`src/rtl/ntt_pkg.sv`:
```
// Shared constants and helpers for the Kyber and Dilithium NTT datapaths.
// The constant functions fold Barrett and halving constants in at elaboration time.
package ntt_pkg;

    localparam int KYBER_Q     = 3329;
    localparam int KYBER_W     = 12;
    localparam int DILITHIUM_Q = 8380417;
    localparam int DILITHIUM_W = 23;

    typedef enum logic {
        FWD = 1'b0,
        INV = 1'b1
    } mode_e;

    function automatic int barrett_shift(input int w);
        return 2 * w;
    endfunction

    // floor(2^(2W)/Q); the 64-bit intermediate limits W to 31.
    function automatic logic [63:0] barrett_m(input int w, input int q);
        return (64'd1 << barrett_shift(w)) / 64'(q);
    endfunction

    function automatic int half_q(input int q);
        return (q + 1) / 2;
    endfunction

endpackage

```
`src/rtl/mod_mul_pipe.sv`:
```
// Two-stage modular multiplier: registered full product, then Barrett reduction.
// A single advance enable stalls both stages together.
module mod_mul_pipe
    import ntt_pkg::*;
#(
    parameter int W = 12,
    parameter int Q = 3329
) (
    input  logic         clk,
    input  logic         r,
    input  logic         en,
    input  logic         vld_in,
    input  logic [W-1:0] x,
    input  logic [W-1:0] y,
    output logic         vld_out,
    output logic [W-1:0] z
);

    localparam int           SH = barrett_shift(W);
    localparam logic [2*W:0] M  = (2*W+1)'(barrett_m(W, Q));
    localparam logic [W:0]   QX = (W+1)'(Q);

    // Quotient estimate is at most one low, so the remainder lies in [0, 2Q)
    // and fits in W+1 bits; only the low W+1 bits of p - q*Q are needed.
    function automatic logic [W-1:0] barrett_reduce(input logic [2*W-1:0] p);
        logic [W:0] q_est;
        logic [W:0] rem;
        q_est = (W+1)'(({{(2*W+1){1'b0}}, p} * {{(2*W){1'b0}}, M}) >> SH);
        rem   = p[W:0] - q_est * QX;
        return (rem >= QX) ? W'(rem - QX) : W'(rem);
    endfunction

    logic           vld_p2;
    logic [2*W-1:0] prod_p2;

    // S2: full product
    always_ff @(posedge clk) begin
        if (r) begin
            vld_p2 <= 1'b0;
        end else if (en) begin
            vld_p2 <= vld_in;
        end
    end

    always_ff @(posedge clk) begin
        if (en) begin
            prod_p2 <= {{W{1'b0}}, x} * {{W{1'b0}}, y};
        end
    end

    // S3: reduced product
    always_ff @(posedge clk) begin
        if (r) begin
            vld_out <= 1'b0;
        end else if (en) begin
            vld_out <= vld_p2;
        end
    end

    always_ff @(posedge clk) begin
        if (en) begin
            z <= barrett_reduce(prod_p2);
        end
    end

endmodule

```
`src/rtl/butterfly_pipe.sv`:
```
// Four-stage CT/GS butterfly for NTT and inverse NTT with per-beat mode tags.
// One advance enable stalls the whole pipe when the output is held.
module butterfly_pipe
    import ntt_pkg::*;
#(
    parameter int W = 12,
    parameter int Q = 3329
) (
    input  logic         clk,
    input  logic         r,
    input  logic         in_valid,
    output logic         in_ready,
    input  logic         in_inv,
    input  logic [W-1:0] in_a,
    input  logic [W-1:0] in_b,
    input  logic [W-1:0] in_w,
    output logic         out_valid,
    input  logic         out_ready,
    output logic         out_inv,
    output logic [W-1:0] out_u,
    output logic [W-1:0] out_v
);

    localparam logic [W:0]   QX     = (W+1)'(Q);
    localparam logic [W-1:0] QW     = W'(Q);
    localparam logic [W-1:0] HALF_Q = W'(half_q(Q));

    function automatic logic [W-1:0] mod_add(input logic [W-1:0] x, input logic [W-1:0] y);
        logic [W:0] s;
        s = {1'b0, x} + {1'b0, y};
        return (s >= QX) ? W'(s - QX) : W'(s);
    endfunction

    function automatic logic [W-1:0] mod_sub(input logic [W-1:0] x, input logic [W-1:0] y);
        logic signed [W+1:0] d;
        d = $signed({2'b00, x}) - $signed({2'b00, y});
        return (d < 0) ? W'(d + $signed({1'b0, QX})) : W'(d);
    endfunction

    // Multiply by 2^-1: odd inputs borrow (Q+1)/2, which keeps the result below Q.
    function automatic logic [W-1:0] mod_half(input logic [W-1:0] x);
        return x[0] ? (x >> 1) + HALF_Q : (x >> 1);
    endfunction

    logic         en;
    mode_e        in_mode;
    logic         vld_p1;
    logic         vld_p3;
    mode_e        mode_p1, mode_p2, mode_p3;
    logic [W-1:0] mul_x_p1, mul_w_p1;
    logic [W-1:0] carry_p1, carry_p2, carry_p3;
    logic [W-1:0] prod_p3;
    logic [W-1:0] u_nxt, v_nxt;

    assign en       = !out_valid || out_ready;
    assign in_ready = en;
    assign in_mode  = mode_e'(in_inv);

    // S1: inverse beats enter the multiplier as (a-b) and carry (a+b)
    always_ff @(posedge clk) begin
        if (r) begin
            vld_p1 <= 1'b0;
        end else if (en) begin
            vld_p1 <= in_valid;
        end
    end

    always_ff @(posedge clk) begin
        if (en) begin
            mode_p1  <= in_mode;
            mul_w_p1 <= in_w;
            mul_x_p1 <= (in_mode == INV) ? mod_sub(in_a, in_b) : in_b;
            carry_p1 <= (in_mode == INV) ? mod_add(in_a, in_b) : in_a;
        end
    end

    mod_mul_pipe #(
        .W (W),
        .Q (Q)
    ) u_mul (
        .clk     (clk),
        .r       (r),
        .en      (en),
        .vld_in  (vld_p1),
        .x       (mul_x_p1),
        .y       (mul_w_p1),
        .vld_out (vld_p3),
        .z       (prod_p3)
    );

    // S2/S3: side-band tag and carried operand follow the multiplier
    always_ff @(posedge clk) begin
        if (en) begin
            mode_p2  <= mode_p1;
            carry_p2 <= carry_p1;
            mode_p3  <= mode_p2;
            carry_p3 <= carry_p2;
        end
    end

    always_comb begin
        u_nxt = mod_add(carry_p3, prod_p3);
        v_nxt = mod_sub(carry_p3, prod_p3);
        if (mode_p3 == INV) begin
            u_nxt = mod_half(carry_p3);
            v_nxt = mod_half(prod_p3);
        end
    end

    // S4: output register
    always_ff @(posedge clk) begin
        if (r) begin
            out_valid <= 1'b0;
            out_inv   <= 1'b0;
            out_u     <= '0;
            out_v     <= '0;
        end else if (en) begin
            out_valid <= vld_p3;
            out_inv   <= (mode_p3 == INV);
            out_u     <= u_nxt;
            out_v     <= v_nxt;
        end
    end

    always_ff @(posedge clk) begin
        if (!r && in_valid && in_ready) begin
            assert (in_a < QW && in_b < QW && in_w < QW)
                else $error("butterfly_pipe: operand not below Q");
        end
    end

endmodule

```
`config.mk`:
```
export PLATFORM = sky130hd
export DESIGN_NAME = butterfly_pipe
export DESIGN_NICKNAME = d
export VERILOG_FILES = /design/src/rtl/ntt_pkg.sv /design/src/rtl/mod_mul_pipe.sv /design/src/rtl/butterfly_pipe.sv
export SDC_FILE = /design/constraint.sdc
export NUM_CORES = 1
export LEC_CHECK = 0
export CAP_MARGIN = 25
export CORE_UTILIZATION = 60
export DETAILED_ROUTE_END_ITERATION = 6
export GPL_TIMING_DRIVEN = 0
export PLACE_DENSITY = 0.78
export SLEW_MARGIN = 20
export SYNTH_ARGS = -nofsm -noshare
export SYNTH_HDL_FRONTEND = slang
export SYNTH_SLANG_ARGS = --single-unit
```
`constraint.sdc`:
```
create_clock -name clk -period 14.3 [get_ports clk]
set_clock_uncertainty 0.05 [all_clocks]
set_input_delay 3.575 -clock clk [delete_from_list [all_inputs] [get_ports clk]]
set_output_delay 3.575 -clock clk [all_outputs]
set_load 0.01 [all_outputs]
```
==> results by group, run 1 <==
Outcome
  • Outcome: completed

Logic synthesis
  • Syn_area_per_cell: roughly 9.5 um^2
  • Top cells by area, synth: fa_1 25%, ha_1 18%, edfxtp_1 15%
  • Area leader, netlist: fa_1
  • Warnings from Yosys: 0
  • Yosys top cell area share: between 20% and 30%
  • FFs w/ async S/R, synth: 0%
  • Gate Count Post-Synth: 2018
  • Post-synthesis xor/xnor area fraction: 7.13%
  • Synth unique cells: a little under 80
  • Synth Flop Type: edfxtp_1
  • Post-synthesis mux area share: 1.17%
  • Register area share after synthesis: 18.5%
  • Yosys reg bits: 128
  • Synth Area in Compound Gates: under 10%
  • Most frequent cell after synthesis: inv_1
  • Mapped Nets: 2570
  • Mapped Area: 19200 um^2
  • Simple-gate share of the synthesized area: 12.6%
  • Top cells by count, synth: 358 x inv_1, 275 x ha_1, 236 x fa_1, 184 x nand2_1, 114 x nor2_1
  • Fraction of the mapped netlist area in adder cells: 42.5%
  • Main combinational cell family by area after synthesis: adder cells
  • EDFF count, synth: 99

Critical path
  • Startpoint types: register
  • Crit path max fanout: 9
  • WP data required: 14.44 ns
  • Critical path type: register to register
  • Worst Path Buf+Inv: 3
  • Worst EP arrival: 11.05 ns
  • Max incr delay on CP: roughly 0.67 ns
  • Worst R2R Start: u_mul.prod_p2[11]
  • Crit end category: register
  • Slowest cell on crit path: fa_1
  • Crit path from: u_mul.prod_p2[11]
  • Most used cell, CP: fa_1
  • CP delay by family, top: adder cells

Die
  • Die extent in y: 181 um
  • IO Pins: 68
  • Starting density of the core: 60.9%
  • Row cnt: 65
  • Die W: 181 um
  • Die area: around 33000 um^2
  • CORE AREA: 31600 um^2

Clock network
  • Clock Sinks: 128
  • CTS buffer count: 17
  • Clk pin slew, worst setup/hold paths: around 0.070 ns
  • Postcts setup bufs: 0
  • H-tree Lvls: 4
  • CTS tree: yes
  • Resize count post-CTS: 0
  • Hold_buf cts: 0
  • Clk Latency, worst-skew pair: 0.45 ns
  • CTS max path bufs: 2
  • CTS root buf: clkbuf_16

STA
  • Fin crit period: 10.91 ns
  • Slew Viols, Final: 0
  • Hold slack: between 0.3 and 0.4 ns
  • RSZ-0062 raised after global routing: no
  • Actual slew at the worst max-slew pin: 0.897 ns
  • Fmax: 91.7 MHz
  • Final Setup Violations: 0
  • Rel. slew slack: 39.8%
  • Final Hold Viols: 0
  • Setup tns final: 0 ns
  • Tcrit/Tclk final: 76.3%

Cells and area
  • Share of cells above drive strength 1: around 3.2%
  • Number of diodes: 0
  • Layout Nets: 2659
  • Area Overhead vs Synth: 9.30%

Routing
  • Via count: 14300
  • Post-DRT Antenna Nets: 0
  • Drt via density: 5.67
  • First-pass DRT Iterations: 5
  • Initial DRC count: 923
  • Remaining DRCs: 0
  • Drt total wl: 42400 um
  • Drt wl/cell: 16.8 um

Run
  • Total of max-cap violations: 0

Placement
  • PortBufs: 67
  • Final HPWL DP: roughly 35000 um
  • Routability congestion estimate: 0.942

Min path
  • HP Class: register to register
  • Hold Crit Start: carry_p2[6]

GRT
  • Vias in the first global route: 15200
  • Total gr overflow: 0
  • Initial antenna violation count: 0
  • Largest net degree at the start of global routing: 57
  • Overall global routing resource usage: ~28%
  • First-pass GRT wire length: 72400 um
[kinds of logic (layout without fill, tap and decap cells)]
| kind of cell | count (synthesis) | in the layout |
|---|---|---|
| adders and majority gates | 511 | 511 |
| xor gates and xnor gates | 150 | 150 |
| muxes | 21 | 21 |
| DFF | 128 | 128 |
| buffers and inverters | 415 | 516 |
| and+or+nand+nor | 505 | 505 |
| AOI/OAI and AO/OA | 288 | 288 |
[routing by layer]
metal / global-route usage [%] / vias up / part of all wire, %
met1: 34.9 / 6983 / 42
met2: 49.0 / 447 / 50
met5: 0 / - / 0
met3: 3.69 / 87 / 5.4
li1: - / 6789 / -
met4: 8.10 / 0 / 2.3
[registers in the layout, indices dropped and copies added, names as in the netlist]
name	cells
carry_p1	12
out_inv	1
u_mul.vld_p2	1
mul_w_p1	12
mode_p3	1
mode_p2	1
u_mul.prod_p2	24
out_u	12
carry_p2	12
u_mul.vld_out	1
mode_p1	1
u_mul.z	12
mul_x_p1	12
vld_p1	1
carry_p3	12
out_valid	1
out_v	12
[path summary, 6_finish.rpt]
path,endpoint,slack [ns],depth (start not counted)
hold reg to reg,carry_p3[6],0.36,0
setup / recovery,u_mul.z[6],3.39,39
hold / removal,carry_p3[6],0.36,0
setup reg to reg,u_mul.z[6],3.39,39
[stage by stage]
step / cells / setup slack (ns) / utilization, % / instance area [um^2]
2_1_floorplan: 2018 / 3.80 / - / 19200
3_3_place_gp: 2487 / 0.828 / 64.6 / 20400
3_5_place_dp: 2490 / 3.39 / 64.8 / 20400
4_1_cts: 2521 / 3.37 / 66.5 / 21000
5_1_grt: 2521 / 2.72 / 66.5 / 21000
6_report: 2521 / 3.39 / 66.5 / 21000
[area by class of cell]
cell class                 instances  area (um^2)
sequential                       128         3550
tap                              402          503
multi-input combinational       1475        14100
inverter                         360         1350
clock inverter                    14          116
fill                            2568        10600
buffer                            55          224
timing repair buffer              70          729
clock buffer                      17          425
[cells in the final DEF (no fill, tap or decap), drive strengths merged, types with 11 or more instances in the layout]
cell,count
o21a,18
a21o,18
mux2,11
and3,17
a21oi,93
nand4,13
xor2,46
inv,362
nor3,34
dfxtp,29
a211oi,15
nor2b,14
o21ai,54
nand2,184
ha,275
buf,13
clkdlybuf4s50,67
and2,51
nand2b,20
nand3,15
edfxtp,99
clkbuf,61
fa,236
nor2,115
xnor2,103
Power of run 1 is left out: the tool's default activity adds up to more than one toggle a clock period on the data nets, which glitch-free logic cannot reach.
==> run 2, diff against run 1 <==
==> constraint.sdc (replaced) <==
create_clock -name clk -period 11.45 [get_ports clk]
set_clock_uncertainty 0.05 [all_clocks]
set_input_delay 2.8625 -clock clk [delete_from_list [all_inputs] [get_ports clk]]
set_output_delay 2.8625 -clock clk [all_outputs]
set_load 0.01 [all_outputs]
==> run 2 against run 1 <==
First-iteration DRC count shrank 6.5%. Sequential cell count is the same. Utilization is essentially flat. Critical path depth is the same. Global-route usage is the same. Clock-buffer cell count is the same. Via count is essentially flat. Worst setup slack lost 2.7 ns. Sequential share of layout area is essentially flat. Wire length grew 0.17%. Non-clock buffer count is the same. Critical path type unchanged. Critical endpoint is now u_mul.z[10].
==> results by group, run 2 (same netlist as run 1, synthesis figures left out) <==
Min path
  • WHS Path Cells: 0 (unchanged)
  • Hold Crit Start: carry_p2[6]
  • Worst hold endpoint: carry_p3[6]
  • HP Class: register to register

Placement
  • Final HPWL DP: 35200 um (unchanged)
  • PortBufs: 67 (unchanged)
  • Dpl cells: 2490 (unchanged)
  • Placed cell areas: 20400 um^2 (unchanged)
  • Routability congestion estimate: 0.942 (unchanged)

Routing
  • Via count: 14300 (+0.077%)
  • Drt via density: 5.68 (about the same)
  • Remaining DRCs: 0 (unchanged)
  • Initial DRC count: 863 (-6.5%)
  • Drt total wl: 42500 um (+0.17%)
  • First-pass DRT Iterations: 6 (+1)
  • Drt wl/cell: 16.9 um (+0.17%)
  • Post-DRT Antenna Nets: 0 (unchanged)

Die
  • Starting density of the core: 60.9% (unchanged)
  • Die W: 181 um (unchanged)
  • Die area: 32700 um^2 (unchanged)
  • Row cnt: 65 (unchanged)
  • CORE AREA: 31600 um^2 (unchanged)
  • Die extent in y: 181 um (unchanged)
  • IO Pins: 68 (unchanged)

Critical path
  • Slowest cell on crit path: fa_1
  • Startpoint types: register
  • Internal reg-to-reg setup slack: 0.68 ns (-2.71 ns)
  • WP data required: 11.57 ns (-2.87 ns)
  • Worst EP arrival: 10.88 ns (-0.17 ns)
  • Crit path max fanout: 9 (unchanged)
  • Worst R2R Start: u_mul.prod_p2[11]
  • Worst R2R End: u_mul.z[10]
  • Most used cell, CP: fa_1
  • Reg2Reg Depth: 39 (unchanged)
  • Crit end category: register
  • Max incr delay on CP: 0.67 ns (about the same)
  • Critical path type: register to register

Clock network
  • CTS root buf: clkbuf_16
  • Clk pin slew, worst setup/hold paths: 0.06 ns (about the same)
  • CTS tree: yes
  • CTS max path bufs: 2 (unchanged)
  • Clk Latency, worst-skew pair: 0.44 ns (about the same)
  • Hold_buf cts: 0 (unchanged)
  • Clock Sinks: 128 (unchanged)
  • H-tree Lvls: 4 (unchanged)
  • CTS buffer count: 17 (unchanged)

Cells and area
  • Finished Layout Cells: 2521 (unchanged)
  • Biggest register: u_mul.prod_p2
  • Layout Nets: 2659 (unchanged)
  • Most frequent cells in the layout: 358 x inv_1, 275 x ha_1, 236 x fa_1, 184 x nand2_1, 114 x nor2_1
  • Number of flip-flops under the largest register name: 24 (unchanged)
  • Share of cells above drive strength 1: 3.26% (+0.047 points)
  • Fillers: 2566 (-0.078%)
  • Commonest non-fill, non-tap cell in the layout: inv_1
  • Number of diodes: 0 (unchanged)
  • Area Overhead vs Synth: 9.32% (about the same)
  • Finished Cell Area: 21000 um^2 (about the same)

STA
  • Tcrit/Tclk final: 94.0% (+18 points)
  • Fin crit period: 10.77 ns (-0.143 ns)
  • Final Setup Violations: 0 (unchanged)
  • Slew Viols, Final: 0 (unchanged)
  • Final Hold Viols: 0 (unchanged)
  • Fmax: 92.9 MHz (+1.3%)
  • Rel. slew slack: 40.1% (+0.33 points)
  • Actual slew at the worst max-slew pin: 0.892 ns (-0.00491 ns)
  • RSZ-0062 raised after global routing: no

GRT
  • First-pass GRT wire length: 72400 um (unchanged)
  • Total gr overflow: 0 (unchanged)
  • Overall global routing resource usage: 27.6% (unchanged)
  • Largest net degree at the start of global routing: 57 (unchanged)
  • Vias in the first global route: 15200 (unchanged)
  • Initial antenna violation count: 0 (unchanged)

Run
  • Total of max-cap violations: 0 (unchanged)

Outcome
  • Outcome: completed
==> run 2: cell counts in the layout (fill, tap and decap cells not counted) <==
Identical to the previous run, type by type.
==> run 2: critical path: cells and delay by family, from the launching register on <==
family	cells	cell delay (ns)
buffers and inverters	3	0.16
AND/OR/NAND/NOR	3	0.36
flip-flops	1	0.60
multiplexers	1	0.31
adder cells (fa/ha/maj)	10	4.46
AO/OA/AOI/OAI	18	3.55
XOR/XNOR	4	0.98
==> run 2: how the worst max path moves through the flow <==
| stage | cells after the start | from | endpoint |
|---|---|---|---|
| final | 39 | u_mul.prod_p2[11] | u_mul.z[10] |
| after global routing | 39 | u_mul.prod_p2[11] | u_mul.z[6] |
| after CTS | 39 | u_mul.prod_p2[11] | u_mul.z[6] |
| after detailed placement | 39 | u_mul.prod_p2[11] | u_mul.z[6] |
| after global placement | 6 | out_ready | in_ready |
| after floorplan | 39 | u_mul.prod_p2[11] | u_mul.z[6] |
==> run 2: final cells by class <==
cell class	instances	area, um^2	share of cell area, %
multi-input cells	1475	14100	67.1
flip-flops and latches	128	3550	16.9
inverters	360	1350	6.44
repair buffers	70	729	3.47
well taps	402	503	2.40
clock buffers	17	425	2.03
plain buffers	55	224	1.07
clock inverters	14	116	0.554
==> run 2: layer usage <==
| metal | GRT usage [%] | wire length (um) |
|---|---|---|
| met1 | 34.9 | 18200 |
| met4 | 8.10 | 957 |
| met2 | 49.0 | 21100 |
| met5 | 0 | 0 |
| met3 | 3.69 | 2250 |
==> run 2: timing repair <==
item | CTS | global route
endpoints found under the hold margin | 0 | 0
gates resized for setup | 0 | 1
buffers inserted | 0 | 0
endpoints found under the setup margin | 0 | 2
==> run 2: per-stage QoR <==
stage	utilization, %	setup TNS [ns]	hold slack [ns]	setup WS [ns]
finish	66.5	0	0.362	0.683
global route	66.5	0	0.369	0.0637
CTS	66.5	0	0.363	0.523
detailed placement	64.8	0	0.355	0.536
global placement	64.6	-0.597	0.352	-0.597
floorplan	-	0	0.350	1.58
Power of run 2 is left out for the same reason.
